===== src/rtl/pixel_cmd_decoder.sv =====
// Pixel command decoder.
//
// Turns the byte stream of an SPI slave into pixel RAM writes, a pixel-count
// configuration register and frame refresh requests. Each chip-select frame
// starts with a command byte. The rising edge of chip select ends the frame
// (cs_end).
//
// Handshake: byte_vld_i is a single-cycle strobe that qualifies byte_data_i.
// There is no ready signal. Every strobe is consumed in the cycle it arrives,
// including strobes on back-to-back cycles. All effects of a byte (RAM write,
// frame_go_o) appear on registered outputs one cycle after the strobe.
//
// The FSM state is exported on dbg_state_o. Encoding:
// 0 = CMD, 1 = PIX, 2 = CFG, 3 = DROP.
module pixel_cmd_decoder #(
  parameter int ADDR_W = 8
) (
  input  logic              clk_i,
  input  logic              rst_n_i,
  input  logic              spi_cs_n_i,
  input  logic              byte_vld_i,
  input  logic [7:0]        byte_data_i,
  output logic              ram_wr_en_o,
  output logic [ADDR_W-1:0] ram_wr_addr_o,
  output logic [23:0]       ram_wr_data_o,
  output logic [ADDR_W-1:0] pixel_num_o,
  output logic              frame_go_o,
  output logic              ovf_o,
  output logic [1:0]        dbg_state_o
);

  localparam logic [1:0] ST_CMD  = 2'd0;
  localparam logic [1:0] ST_PIX  = 2'd1;
  localparam logic [1:0] ST_CFG  = 2'd2;
  localparam logic [1:0] ST_DROP = 2'd3;

  localparam logic [7:0] CMD_PIXELS = 8'h2A;
  localparam logic [7:0] CMD_CONFIG = 8'h2B;
  localparam logic [7:0] CMD_FRAME  = 8'h2C;

  localparam logic [ADDR_W-1:0] PIX_NUM_RST = ADDR_W'(63);
  localparam logic [ADDR_W-1:0] ADDR_ONE    = ADDR_W'(1);

  // Chip-select synchronizer: two flops, plus one more flop that holds the
  // previous synchronized value for edge detection.
  logic cs_s1_q;
  logic cs_s2_q;
  logic cs_prev_q;
  logic cs_end;

  // Decoder state
  logic [1:0]        state_q,   state_d;
  logic [1:0]        bcnt_q,    bcnt_d;
  logic [7:0]        g_q,       g_d;
  logic [7:0]        r_q,       r_d;
  logic [ADDR_W-1:0] addr_q,    addr_d;
  // Set once address all-ones has been written. The address then holds and
  // does not wrap.
  logic              full_q,    full_d;

  // Registered outputs
  logic              wr_en_q,   wr_en_d;
  logic [ADDR_W-1:0] wr_addr_q, wr_addr_d;
  logic [23:0]       wr_data_q, wr_data_d;
  logic [ADDR_W-1:0] pn_q,      pn_d;
  logic              fg_q,      fg_d;
  logic              ovf_q,     ovf_d;

  // The configuration byte is truncated to fit a narrow address. It is
  // zero-extended when the address is wider than 8 bits.
  logic [ADDR_W-1:0] cfg_val;
  generate
    if (ADDR_W <= 8) begin : g_cfg_narrow
      assign cfg_val = byte_data_i[ADDR_W-1:0];
    end else begin : g_cfg_wide
      assign cfg_val = {{(ADDR_W-8){1'b0}}, byte_data_i};
    end
  endgenerate

  // Bring spi_cs_n_i into the clock domain. Idle-high reset values prevent a
  // false cs_end after reset.
  always_ff @(posedge clk_i or negedge rst_n_i) begin
    if (!rst_n_i) begin
      cs_s1_q   <= 1'b1;
      cs_s2_q   <= 1'b1;
      cs_prev_q <= 1'b1;
    end else begin
      cs_s1_q   <= spi_cs_n_i;
      cs_s2_q   <= cs_s1_q;
      cs_prev_q <= cs_s2_q;
    end
  end

  assign cs_end = cs_s2_q & ~cs_prev_q;

  // Next-state logic. The byte is decoded in the current state first. cs_end
  // then overrides the state, so a byte that coincides with the end of the
  // frame still has its full effect.
  always_comb begin
    state_d   = state_q;
    bcnt_d    = bcnt_q;
    g_d       = g_q;
    r_d       = r_q;
    addr_d    = addr_q;
    full_d    = full_q;
    wr_en_d   = 1'b0;
    wr_addr_d = wr_addr_q;
    wr_data_d = wr_data_q;
    pn_d      = pn_q;
    fg_d      = 1'b0;
    ovf_d     = ovf_q;

    if (byte_vld_i) begin
      case (state_q)
        ST_CMD: begin
          case (byte_data_i)
            CMD_PIXELS: begin
              state_d = ST_PIX;
              addr_d  = '0;
              bcnt_d  = 2'd0;
              full_d  = 1'b0;
              ovf_d   = 1'b0;
            end
            CMD_CONFIG: begin
              state_d = ST_CFG;
            end
            CMD_FRAME: begin
              state_d = ST_DROP;
              fg_d    = 1'b1;
            end
            default: begin
              state_d = ST_DROP;
            end
          endcase
        end

        ST_PIX: begin
          case (bcnt_q)
            2'd0: begin
              g_d    = byte_data_i;
              bcnt_d = 2'd1;
            end
            2'd1: begin
              r_d    = byte_data_i;
              bcnt_d = 2'd2;
            end
            default: begin
              // Third byte (blue). The triplet is complete.
              bcnt_d = 2'd0;
              if (full_q) begin
                ovf_d = 1'b1;
              end else begin
                wr_en_d   = 1'b1;
                wr_addr_d = addr_q;
                wr_data_d = {g_q, r_q, byte_data_i};
                if (addr_q == '1) begin
                  full_d = 1'b1;
                end else begin
                  addr_d = addr_q + ADDR_ONE;
                end
              end
            end
          endcase
        end

        ST_CFG: begin
          pn_d    = cfg_val;
          state_d = ST_DROP;
        end

        default: begin
          // ST_DROP: ignore everything until the frame ends.
        end
      endcase
    end

    // End of frame. Return to command decode and discard any partial triplet.
    if (cs_end) begin
      state_d = ST_CMD;
      bcnt_d  = 2'd0;
    end
  end

  // State and output registers
  always_ff @(posedge clk_i or negedge rst_n_i) begin
    if (!rst_n_i) begin
      state_q   <= ST_CMD;
      bcnt_q    <= 2'd0;
      g_q       <= 8'h00;
      r_q       <= 8'h00;
      addr_q    <= '0;
      full_q    <= 1'b0;
      wr_en_q   <= 1'b0;
      wr_addr_q <= '0;
      wr_data_q <= 24'h000000;
      pn_q      <= PIX_NUM_RST;
      fg_q      <= 1'b0;
      ovf_q     <= 1'b0;
    end else begin
      state_q   <= state_d;
      bcnt_q    <= bcnt_d;
      g_q       <= g_d;
      r_q       <= r_d;
      addr_q    <= addr_d;
      full_q    <= full_d;
      wr_en_q   <= wr_en_d;
      wr_addr_q <= wr_addr_d;
      wr_data_q <= wr_data_d;
      pn_q      <= pn_d;
      fg_q      <= fg_d;
      ovf_q     <= ovf_d;
    end
  end

  assign ram_wr_en_o   = wr_en_q;
  assign ram_wr_addr_o = wr_addr_q;
  assign ram_wr_data_o = wr_data_q;
  assign pixel_num_o   = pn_q;
  assign frame_go_o    = fg_q;
  assign ovf_o         = ovf_q;
  assign dbg_state_o   = state_q;

endmodule


===== config.mk =====
export PLATFORM = sky130hd
export DESIGN_NAME = pixel_cmd_decoder
export DESIGN_NICKNAME = d
export VERILOG_FILES = /design/src/rtl/pixel_cmd_decoder.sv
export SDC_FILE = /design/constraint.sdc
export NUM_CORES = 1
export LEC_CHECK = 0
export CORE_UTILIZATION = 40
export CTS_BUF_LIST = sky130_fd_sc_hd__clkbuf_4 sky130_fd_sc_hd__clkbuf_8
export DETAILED_ROUTE_END_ITERATION = 10
export DONT_BUFFER_PORTS = 1
export SYNTH_ARGS = -nofsm -noshare
export SYNTH_HDL_FRONTEND = slang
export SYNTH_SLANG_ARGS = --single-unit

===== constraint.sdc =====
create_clock -name clk_i -period 1.6 [get_ports clk_i]
set_clock_uncertainty 0.15 [all_clocks]
set_input_delay 0.4 -clock clk_i [delete_from_list [all_inputs] [get_ports clk_i]]
set_output_delay 0.4 -clock clk_i [all_outputs]
set_load 0.02 [all_outputs]

==> summary.md, run 1 <==
| Metric | Value |
|---|---|
| Post-layout utilization of the core | 0.5470 |
| Internal power of the cells | 4.521 mW |
| Routability Congestion | 0.8373 |
| Net switching power of the design | 2.332 mW |
| Arrival time at the worst endpoint | between 1.5 and 2 ns |
| Mapped Nets | 295 |
| Worst Setup Start Kind | flop |
| Cell area reported after detailed placement | roughly 3400 µm² |
| Most frequent cell after synthesis | sky130_fd_sc_hd__nand2_1 |
| Die Area | around 8200 µm² |
| # clock sinks | 75 |
| Area contributors post-synth | sky130_fd_sc_hd__dfrtp_1 53%, sky130_fd_sc_hd__nand2_1 12%, sky130_fd_sc_hd__dfstp_2 7.6% |
| Horiz. Die Dim | 90.49 µm |
| Total iterations of the first detailed-routing run | 4 |
| Static leakage | between 1.5 and 2 nW |
| Number of I/O pins | 57 |
| Total track usage | 0.1898 |
| Period minus WS final | 1.737 ns |
| Category of the critical setup timing path | flop to flop |
| Largest vdd supply drop | 0.8928 mV |
| Kind of end point of the critical path | flop |
| Slew Limit Headroom | 0.7470 |
| Effective utilization at floorplan | 0.4227 |
| Post-detailed-route DRC marker count | 0 |
| Max Cap Viol | 0 |
| Power per cell area | around 1700 nW/µm² |
| WHS | -0.4115 ns |
| Ordered cell list for the critical path | buf_4, nand4b_4, or2_4, or3_4, o211ai_1 |
| Finish-stage setup viols | 57 |
| Final routed wire length divided by cell count | 16.57 µm |
| Number of buffers added by the clock tree synthesis step | 9 |
| Count of nets after finishing | about 340 |
| Syn Area/Cell | 11.11 µm² |
| Slowest library cell on the worst path | sky130_fd_sc_hd__dfrtp_2 |
| Combinational cell fraction of total power | 0.213 |
| Global route total overflow | 0 |
| Slew at the pin closest to its max-slew limit | 0.3786 ns |
| Ranking of synthesized cells by instance count | 96 x sky130_fd_sc_hd__nand2_1, 66 x sky130_fd_sc_hd__dfrtp_1, 16 x sky130_fd_sc_hd__mux2_2 |
| Share of total power consumed by net switching | 0.3404 |
| Final standard cell count with taps included and fillers excluded | 433 |
| Share of layout cells above drive strength 1 | 0.3503 |
| Cells after DPL | 393 |
| Most area-hungry cell type in the Yosys netlist | sky130_fd_sc_hd__dfrtp_1 |
| Final design area excluding fillers | 4053 µm² |
| Share of the clock period used by the worst path after layout | 1.086 |
| Area inside the core boundary | 7408 µm² |
| Yosys cell types | 44 |
| Pre-CTS setup slack | -0.2271 ns |
| Post-synthesis to final-layout area growth | 29.40% |
| Post-synthesis instance area | around 3100 µm² |
| Number of pins exceeding their max-slew limit in the final report | 0 |
| Post-synthesis register bit count | 75 |
| Die Span Y | 90.49 µm |
| Yosys top cell area share | 0.5274 |
| Insertion delay to the later sink of the worst-skew pair | 0.35 ns |
| Clock root cell | sky130_fd_sc_hd__clkbuf_8 |
| Final worst slack | -0.1369 ns |
| Proportion of register bits with asynchronous set or reset after synthesis | 1.000 |
| Starting DRT DRC Count | 116 |
| Post-cts hold buffer count | 9 |
| Number of synthesized flops with an enable pin | 0 |
| Maximum number of pins on one net before global-route repair | 76 |
| Top FF cell, synth | sky130_fd_sc_hd__dfrtp_1 |
| Post-Synthesis Cells | 282 |
| H-tree Lvls | 3 |
| Critical path required time | around 1.7 ns |
| Setup_tns | -4.090 ns |
| Final count of hold timing violations | 75 |
| Crit Path Max Fanout | 7 |
| Clock Power Share | 0.261 |
| Residual antenna-violating net count after detailed routing | 0 |
| First-pass GRT wire length | 12.03 mm |
| Clock edge transition at the registers on the reported setup and hold paths | about 0.08 ns |
| Achievable Freq | 575.7 MHz |
| Routed vias | 2,214 |
| Status | complete, but fails checks |
| Sequential Power Share | 0.525 |
| Number of antenna violations at the first check in global routing | 0 |
| Number of antenna repair diodes | 0 |
| Crit path largest cell delay | roughly 0.42 ns |
| Filler Cell Count | 636 |
| Core Rows | 31 |
| Path type of the worst min-delay path | primary input to asynchronous set/reset pin |
| Routed wire length | about 7 mm |
| Sequential area share after synthesis | 0.6029 |
| Number of warning messages in the yosys log | 0 |
| Half-perimeter wire length after placement | 4.436 mm |
| Via-per-instance ratio | 5.113 |
| Violations in the final reports | negative hold slack, negative setup slack |
| Number of global-route vias before repair | 2,306 |
| Largest buffer count on any clock path | 2 |
| RSZ-0062 raised after global routing | yes |
| Total of buffers placed on input and output ports | 0 |
| CTS tree | done |
## final timing paths
kind                       slack, ns               end           start  cells after the start
setup / recovery               -0.14         addr_q[2]  dbg_state_o[1]                      5
hold / removal                 -0.41  ram_wr_data_o[1]         rst_n_i                      0
setup reg to reg               -0.14         addr_q[2]  dbg_state_o[1]                      5
hold reg to reg                 0.21           cs_s2_q         cs_s1_q                      0
max in group asynchronous       1.50         cs_prev_q         rst_n_i                      0
min in group clk_i              0.01  ram_wr_data_o[1]  byte_data_i[1]                      2
## state kept, by name (all words and copies together) (netlist names), 2 cells and up
| signal | flops |
|---|---|
| dbg_state_o | 2 |
| ram_wr_addr_o | 8 |
| bcnt_q | 2 |
| r_q | 8 |
| g_q | 8 |
| pixel_num_o | 8 |
| addr_q | 8 |
| ram_wr_data_o | 24 |
## cells in the final DEF (no fill, tap or decap), drive strengths merged, types with 3 or more instances in the layout
cell type | synthesis | final
dlygate4sd3 | 0 | 9
nor2 | 5 | 5
buf | 11 | 39
nand3 | 10 | 10
nand4 | 3 | 3
nand2 | 96 | 96
dfrtp | 66 | 66
a21oi | 6 | 6
bufinv | 0 | 3
clkinv | 0 | 3
inv | 6 | 6
dfstp | 9 | 9
mux2 | 24 | 24
clkbuf | 1 | 10
a31oi | 3 | 3
o21ai | 9 | 9
## area by class of cell
type,instances,area [µm²],share of cell area
multi-input combinational,189,1254,0.3094
tap,99,123.9,0.03057
inverter,6,30.03,0.007410
sequential,75,1891,0.4665
timing repair buffer,48,504.2,0.1244
clock buffer,10,137.6,0.03396
clock inverter,6,112.6,0.02779
## worst max-delay path, delay by kind of cell (launching register included)
family,cells,cell delay (ns)
buffers and inverters,1,0.14
and+or+nand+nor,3,0.83
AOI/OAI and AO/OA,1,0.09
DFF,1,0.42
## metrics by stage
| step | hold WS, ns | total power [mW] |
|---|---|---|
| after floorplan | -0.04559 | 4.419 |
| after global placement | -0.04388 | 4.805 |
| after detailed placement | -0.04418 | 4.865 |
| after CTS | -0.4305 | 6.828 |
| after global routing | -0.4334 | 7.224 |
| final | -0.4115 | 6.853 |
## power by group through the flow
stage	clock network, mW	logic (mW)	registers, mW
global route	1.91	1.62	3.69
detailed placement	0	1.24	3.62
global placement	0	1.20	3.61
CTS	1.83	1.40	3.59
finish	1.79	1.46	3.60
floorplan	0	0.911	3.51
## logic make-up after synthesis
kind of cell	count (synthesis)	synth area share
AOI/OAI and AO/OA	29	0.06033
adders and majority gates	1	0.003995
buffers and inverters	18	0.02956
DFF	75	0.6029
muxes	24	0.09589
and+or+nand+nor	135	0.2074
## layer usage
layer / GRT usage / vias to the layer above / part of all wire
met4: 0.07124 / 0 / 0.013
met3: 0.06145 / 11 / 0.061
met1: 0.2505 / 1077 / 0.46
met5: 0 / - / 0
met2: 0.2904 / 74 / 0.47
li1: - / 1052 / -
## timing repair
item	CTS	global route
hold endpoints to repair	84	75
pin swaps	10	9
buffers inserted	10	1
endpoints found under the setup margin	47	65
gates resized for setup	26	20
gates cloned	4	0
Note: power is estimated with default switching activity, not from simulation.
==> run 2, diff against run 1 <==
--- a/config.mk
+++ b/config.mk
@@ -9,6 +9,8 @@
 export CTS_BUF_LIST = sky130_fd_sc_hd__clkbuf_4 sky130_fd_sc_hd__clkbuf_8
 export DETAILED_ROUTE_END_ITERATION = 10
 export DONT_BUFFER_PORTS = 1
+export REMOVE_ABC_BUFFERS = 1
+export SKIP_LAST_GASP = 1
 export SYNTH_ARGS = -nofsm -noshare
 export SYNTH_HDL_FRONTEND = slang
 export SYNTH_SLANG_ARGS = --single-unit
==> run 2 against run 1 <==
Compared with the run above: the flow still finishes with violations (negative hold slack, negative setup slack); register-to-register slack improved by 0.03 ns; cell count decreased by 0.23%; sequential share of layout area increased by 0.32 points; core utilization decreased by 0.41 points; first-iteration DRC count increased by 2.6%; critical path type unchanged; largest cell class unchanged.
==> summary.md, run 2 (synthesis results as in run 1) <==
| Metric | Value |
|---|---|
| Total track usage | 0.1810 (was 0.1898) |
| Effective utilization at floorplan | 0.4227 (unchanged) |
| Flip-flop count of the largest register after layout | 24 (unchanged) |
| Category of the critical setup timing path | flop to flop (unchanged) |
| Register area | 1889 µm² (was 1891 µm²) |
| Achievable Freq | 586.6 MHz (was 575.7 MHz) |
| Number of I/O pins | 57 (unchanged) |
| Routability Congestion | 0.8372 (was 0.8373) |
| Routed vias | 2,213 (was 2,214) |
| CTS tree | done (unchanged) |
| Static leakage | 1.943 nW (was 1.951 nW) |
| Slowest library cell on the worst path | sky130_fd_sc_hd__dfrtp_1 (was sky130_fd_sc_hd__dfrtp_2) |
| Count of nets after finishing | 341 (was 342) |
| Die Area | 8188 µm² (unchanged) |
| Post-detailed-route DRC marker count | 0 (unchanged) |
| Routed wire length | 7.122 mm (was 7.174 mm) |
| Number of buffers added by the clock tree synthesis step | 9 (unchanged) |
| Filler Cell Count | 647 (was 636) |
| Final design area excluding fillers | 4023 µm² (was 4053 µm²) |
| Most common cell after layout, fill and taps aside | sky130_fd_sc_hd__nand2_1 (unchanged) |
| Setup_tns | -1.499 ns (was -4.090 ns) |
| Post-synthesis to final-layout area growth | 28.45% (was 29.40%) |
| Die Span Y | 90.49 µm (unchanged) |
| Total of buffers placed on input and output ports | 0 (unchanged) |
| Maximum number of pins on one net before global-route repair | 76 (unchanged) |
| Number of antenna violations at the first check in global routing | 0 (unchanged) |
| Number of antenna repair diodes | 0 (unchanged) |
| Slew Limit Headroom | 0.7529 (was 0.7470) |
| Final count of hold timing violations | 75 (unchanged) |
| Half-perimeter wire length after placement | 4.426 mm (was 4.436 mm) |
| WHS | -0.3928 ns (was -0.4115 ns) |
| Crit path largest cell delay | 0.40 ns (was 0.42 ns) |
| Post-layout utilization of the core | 0.5430 (was 0.5470) |
| Final routed wire length divided by cell count | 16.49 µm (was 16.57 µm) |
| Clock edge transition at the registers on the reported setup and hold paths | 0.08 ns (about the same) |
| Final worst slack | -0.1047 ns (was -0.1369 ns) |
| Status | complete, but fails checks (unchanged) |
| Number of global-route vias before repair | 2,275 (was 2,306) |
| Critical path required time | 1.68 ns (was 1.71 ns) |
| RSZ-0062 raised after global routing | yes (unchanged) |
| Horiz. Die Dim | 90.49 µm (unchanged) |
| Slew at the pin closest to its max-slew limit | 0.3699 ns (was 0.3786 ns) |
| # clock sinks | 75 (unchanged) |
| Arrival time at the worst endpoint | 1.78 ns (was 1.85 ns) |
| Starting DRT DRC Count | 119 (was 116) |
| Area inside the core boundary | 7408 µm² (unchanged) |
| Max Cap Viol | 0 (unchanged) |
| Worst Setup Start Kind | flop (unchanged) |
| Crit Path Max Fanout | 5 (was 7) |
| Share of layout cells above drive strength 1 | 0.3544 (was 0.3503) |
| Finish-stage setup viols | 36 (was 57) |
| Clock root cell | sky130_fd_sc_hd__clkbuf_8 (unchanged) |
| Residual antenna-violating net count after detailed routing | 0 (unchanged) |
| Via-per-instance ratio | 5.123 (was 5.113) |
| Period minus WS final | 1.705 ns (was 1.737 ns) |
| Share of the clock period used by the worst path after layout | 1.065 (was 1.086) |
| First-pass GRT wire length | 11.55 mm (was 12.03 mm) |
| Total area of multi-input combinational cells | 1286 µm² (was 1254 µm²) |
| Largest vdd supply drop | 0.6848 mV (was 0.8928 mV) |
| Cell area reported after detailed placement | 3431 µm² (was 3383 µm²) |
| Cells after DPL | 400 (was 393) |
| Total iterations of the first detailed-routing run | 4 (unchanged) |
| Path type of the worst min-delay path | primary input to asynchronous set/reset pin (unchanged) |
| Violations in the final reports | negative hold slack, negative setup slack (unchanged) |
| Leading cell types in the layout, fill and taps excluded | 96 x sky130_fd_sc_hd__nand2_1, 65 x sky130_fd_sc_hd__dfrtp_1, 29 x sky130_fd_sc_hd__buf_4, 16 x sky130_fd_sc_hd__mux2_2, 10 x sky130_fd_sc_hd__clkbuf_8 (was 91 x sky130_fd_sc_hd__nand2_1, 64 x sky130_fd_sc_hd__dfrtp_1, 24 x sky130_fd_sc_hd__buf_4, 16 x sky130_fd_sc_hd__mux2_2, 10 x sky130_fd_sc_hd__clkbuf_8) |
| Ordered cell list for the critical path | and2b_1, nand2_1, or3_4, buf_6, mux2_4 (was buf_4, nand4b_4, or2_4, or3_4, o211ai_1) |
| Global route total overflow | 0 (unchanged) |
| Pre-CTS setup slack | -0.1989 ns (was -0.2271 ns) |
| H-tree Lvls | 3 (unchanged) |
| Number of pins exceeding their max-slew limit in the final report | 0 (unchanged) |
| Kind of end point of the critical path | flop (unchanged) |
| Power per cell area | 1727 nW/µm² (was 1691 nW/µm²) |
| Final standard cell count with taps included and fillers excluded | 432 (was 433) |
| Insertion delay to the later sink of the worst-skew pair | 0.34 ns (was 0.35 ns) |
| Largest buffer count on any clock path | 2 (unchanged) |
| Core Rows | 31 (unchanged) |
## run 2: final timing paths
path | from | endpoint | slack (ns) | cells past startpoint
min in group clk_i | byte_data_i[2] | ram_wr_data_o[2] | 0.02 | 2
hold reg to reg | cs_s1_q | cs_s2_q | 0.21 | 0
max in group asynchronous | rst_n_i | pixel_num_o[5] | 1.49 | 0
hold / removal | rst_n_i | ram_wr_en_o | -0.39 | 0
setup / recovery | dbg_state_o[1] | g_q[2] | -0.10 | 5
setup reg to reg | dbg_state_o[1] | g_q[2] | -0.10 | 5
## run 2: cell type report
cell class	instances	area share
clock inverter	4	0.02457
sequential	75	0.4697
clock buffer	12	0.03795
inverter	6	0.006843
multi-input combinational	189	0.3198
timing repair buffer	47	0.1104
tap	99	0.03079
## run 2: worst max-delay path: cells and delay by family (launching register included)
family	cells	cell delay (ns)
buffers and inverters	1	0.15
flip-flops	1	0.40
multiplexers	1	0.29
AND/OR/NAND/NOR	3	0.60
## run 2: repair_timing
item | in CTS | in global routing
gates resized for setup | 23 | 23
pin swaps | 5 | 13
setup buffers | 7 | 2
endpoints found under the hold margin | 80 | 76
hold buffers | 4 | 2
cloned | 1 | 1
setup endpoints to repair | 55 | 69
## run 2: routing by layer
metal  vias up  wire, µm  track usage
li1       1052         -            -
met1      1082      3261       0.2410
met2        70      3403       0.2771
met3         9       370      0.04293
met4         0        85      0.08871
met5         -         0            0
## run 2: power by group
group	leakage (nW)	internal, mW	switching, mW
registers	0.922	2.62	0.949
clock network	0.128	1.12	0.681
logic	0.894	0.873	0.711
## run 2: stage by stage
step                      power (mW)  hold slack [ns]
after global placement         4.849         -0.04403
final                          6.948          -0.3928
after CTS                      6.916          -0.4237
after global routing           7.340          -0.4231
after detailed placement       4.906         -0.04421
after floorplan                4.386         -0.04559
==> run 3, diff against run 2 <==
--- a/config.mk
+++ b/config.mk
@@ -5,10 +5,12 @@
 export SDC_FILE = /design/constraint.sdc
 export NUM_CORES = 1
 export LEC_CHECK = 0
-export CORE_UTILIZATION = 40
+export CORE_UTILIZATION = 55
 export CTS_BUF_LIST = sky130_fd_sc_hd__clkbuf_4 sky130_fd_sc_hd__clkbuf_8
+export CTS_CLUSTER_SIZE = 30
 export DETAILED_ROUTE_END_ITERATION = 10
 export DONT_BUFFER_PORTS = 1
+export PLACE_DENSITY = 0.73
 export REMOVE_ABC_BUFFERS = 1
 export SKIP_LAST_GASP = 1
 export SYNTH_ARGS = -nofsm -noshare
==> run 3 against run 2 <==
Compared with the run above: the flow still finishes with violations (negative hold slack, negative setup slack); core utilization is 15 points higher; die area decreased by 27%; via count grew 1.5%; power down 7.1%; design area down 4.5%; setup slack worse by 0.019 ns; cell count down 6.7%; sequential power hardly changed; fmax decreased by 1.1%; first-iteration DRC count up 18%; combinational power decreased by 6%; critical path depth stayed put; largest power group unchanged; highest routed layer unchanged.
==> summary.md, run 3 (synthesis results as in run 1) <==
| Metric | Value |
|---|---|
| Status | complete, but fails checks (unchanged) |
| Violations in the final reports | negative hold slack, negative setup slack (unchanged) |
| Total power after layout | 6.457 mW (was 6.948 mW) |
| Kind of end point of the critical path | flop (unchanged) |
| Global route total overflow | 0 (unchanged) |
| Static leakage | 1.894 nW (was 1.943 nW) |
| Cell area reported after detailed placement | 3374 µm² (was 3431 µm²) |
| Largest buffer count on any clock path | 2 (unchanged) |
| Power per cell area | 1682 nW/µm² (was 1727 nW/µm²) |
| Number of I/O pins | 57 (unchanged) |
| Slowest library cell on the worst path | sky130_fd_sc_hd__dfrtp_1 (unchanged) |
| # clock sinks | 75 (unchanged) |
| Effective utilization at floorplan | 0.5687 (was 0.4227) |
| Number of pins exceeding their max-slew limit in the final report | 0 (unchanged) |
| Final worst slack | -0.1233 ns (was -0.1047 ns) |
| Clock edge transition at the registers on the reported setup and hold paths | 0.08 ns (about the same) |
| Clock root cell | sky130_fd_sc_hd__clkbuf_8 (unchanged) |
| Worst Setup Start Kind | flop (unchanged) |
| Ordered cell list for the critical path | and2b_1, nand2_1, or3_1, buf_6, mux2_4 (was and2b_1, nand2_1, or3_4, buf_6, mux2_4) |
| Max Cap Viol | 0 (unchanged) |
| Die Span Y | 77.46 µm (was 90.49 µm) |
| Routed vias | 2,246 (was 2,213) |
| Finish-stage setup viols | 47 (was 36) |
| Routability Congestion | 0.8591 (was 0.8372) |
| Starting DRT DRC Count | 141 (was 119) |
| Core Rows | 27 (was 31) |
| Total of buffers placed on input and output ports | 0 (unchanged) |
| Residual antenna-violating net count after detailed routing | 0 (unchanged) |
| Leading cell types in the layout, fill and taps excluded | 96 x sky130_fd_sc_hd__nand2_1, 65 x sky130_fd_sc_hd__dfrtp_1, 27 x sky130_fd_sc_hd__buf_4, 16 x sky130_fd_sc_hd__mux2_2, 12 x sky130_fd_sc_hd__clkbuf_8 (was 96 x sky130_fd_sc_hd__nand2_1, 65 x sky130_fd_sc_hd__dfrtp_1, 29 x sky130_fd_sc_hd__buf_4, 16 x sky130_fd_sc_hd__mux2_2, 10 x sky130_fd_sc_hd__clkbuf_8) |
| Number of global-route vias before repair | 2,233 (was 2,275) |
| CTS tree | done (unchanged) |
| Arrival time at the worst endpoint | 1.81 ns (was 1.78 ns) |
| Internal power of the cells | 4.120 mW (was 4.608 mW) |
| Die Area | 6000 µm² (was 8188 µm²) |
| Largest vdd supply drop | 0.9488 mV (was 0.6848 mV) |
| Pre-CTS setup slack | -0.1931 ns (was -0.1989 ns) |
| Achievable Freq | 580.3 MHz (was 586.6 MHz) |
| Final count of hold timing violations | 75 (unchanged) |
| H-tree Lvls | 3 (unchanged) |
| Total iterations of the first detailed-routing run | 4 (unchanged) |
| Setup_tns | -2.339 ns (was -1.499 ns) |
| Half-perimeter wire length after placement | 4.279 mm (was 4.426 mm) |
| Post-detailed-route DRC marker count | 0 (unchanged) |
| WHS | -0.4112 ns (was -0.3928 ns) |
| Path type of the worst min-delay path | primary input to asynchronous set/reset pin (unchanged) |
| Final design area excluding fillers | 3840 µm² (was 4023 µm²) |
| Share of the clock period used by the worst path after layout | 1.077 (was 1.065) |
| Sequential Power Share | 0.552 (was 0.513) |
| Maximum number of pins on one net before global-route repair | 76 (unchanged) |
| Slew Limit Headroom | 0.7585 (was 0.7529) |
| Cells after DPL | 370 (was 400) |
| Share of layout cells above drive strength 1 | 0.3082 (was 0.3544) |
| Period minus WS final | 1.723 ns (was 1.705 ns) |
| Combinational cell fraction of total power | 0.229 (was 0.228) |
| Horiz. Die Dim | 77.46 µm (was 90.49 µm) |
| Number of antenna violations at the first check in global routing | 0 (unchanged) |
| Count of nets after finishing | 339 (was 341) |
| Most common cell after layout, fill and taps aside | sky130_fd_sc_hd__nand2_1 (unchanged) |
| Final routed wire length divided by cell count | 17.07 µm (was 16.49 µm) |
| Post-layout utilization of the core | 0.6973 (was 0.5430) |
| Final standard cell count with taps included and fillers excluded | 403 (was 432) |
| Crit path largest cell delay | 0.41 ns (was 0.40 ns) |
| Clock Power Share | 0.219 (was 0.259) |
| Slew at the pin closest to its max-slew limit | 0.3623 ns (was 0.3699 ns) |
| Via-per-instance ratio | 5.573 (was 5.123) |
| Post-cts hold buffer count | 8 (was 4) |
| Routed wire length | 6.879 mm (was 7.122 mm) |
| RSZ-0062 raised after global routing | yes (unchanged) |
| Share of total power consumed by net switching | 0.3619 (was 0.3369) |
| Critical path required time | 1.69 ns (was 1.68 ns) |
| Category of the critical setup timing path | flop to flop (unchanged) |
| Post-synthesis to final-layout area growth | 22.61% (was 28.45%) |
| Net switching power of the design | 2.337 mW (was 2.341 mW) |
| Flip-flop count of the largest register after layout | 24 (unchanged) |
| Number of buffers added by the clock tree synthesis step | 9 (unchanged) |
| First-pass GRT wire length | 10.90 mm (was 11.55 mm) |
| Total track usage | 0.2414 (was 0.1810) |
| Crit Path Max Fanout | 9 (was 5) |
| Insertion delay to the later sink of the worst-skew pair | 0.35 ns (was 0.34 ns) |
| Area inside the core boundary | 5507 µm² (was 7408 µm²) |
| Number of antenna repair diodes | 0 (unchanged) |
[run 3: final cells by class]
| class | count | area, µm² |
|---|---|---|
| well taps | 72 | 90.09 |
| repair buffers | 44 | 436.7 |
| inverters | 6 | 27.53 |
| multi-input cells | 190 | 1201 |
| clock inverters | 4 | 30.03 |
| fillers | 401 | 1667 |
| clock buffers | 12 | 165.2 |
| flip-flops and latches | 75 | 1889 |
[run 3: metal layers]
metal | vias up | track usage | part of all wire
met5 | - | 0 | 0
met3 | 14 | 0.06235 | 0.051
met4 | 0 | 0.1264 | 0.025
li1 | 1054 | - | -
met1 | 1103 | 0.3093 | 0.43
met2 | 75 | 0.3779 | 0.49
[run 3: worst paths after layout]
path,startpoint,endpoint,slack (ns),depth (start not counted)
worst max-delay path,dbg_state_o[1],g_q[2],-0.12,5
worst min-delay path,rst_n_i,ram_wr_addr_o[7],-0.41,0
worst max register to register,dbg_state_o[1],g_q[2],-0.12,5
worst min register to register,cs_s1_q,cs_s2_q,0.21,0
max in group asynchronous,rst_n_i,pixel_num_o[3],1.50,0
min in group clk_i,byte_data_i[2],ram_wr_data_o[2],0.01,2
[run 3: power by group through the flow]
stage               clock (mW)  sequential, mW  combinational, mW
floorplan                    0            3.51              0.873
global placement             0            3.57               1.28
detailed placement           0            3.59               1.33
CTS                       1.44            3.57               1.45
global route              1.52            3.65               1.64
finish                    1.41            3.56               1.48
[run 3: worst max-delay path: cells and delay by family (launching register included)]
kind	cells	cell delay, ns
and+or+nand+nor	3	0.58
DFF	1	0.41
muxes	1	0.30
buffers and inverters	1	0.17
[run 3: timing repair]
action	CTS	global route
cloned	1	2
endpoints found under the hold margin	82	75
pin swaps	7	5
resized for setup	22	3
endpoints found under the setup margin	55	58
buffers inserted	5	1
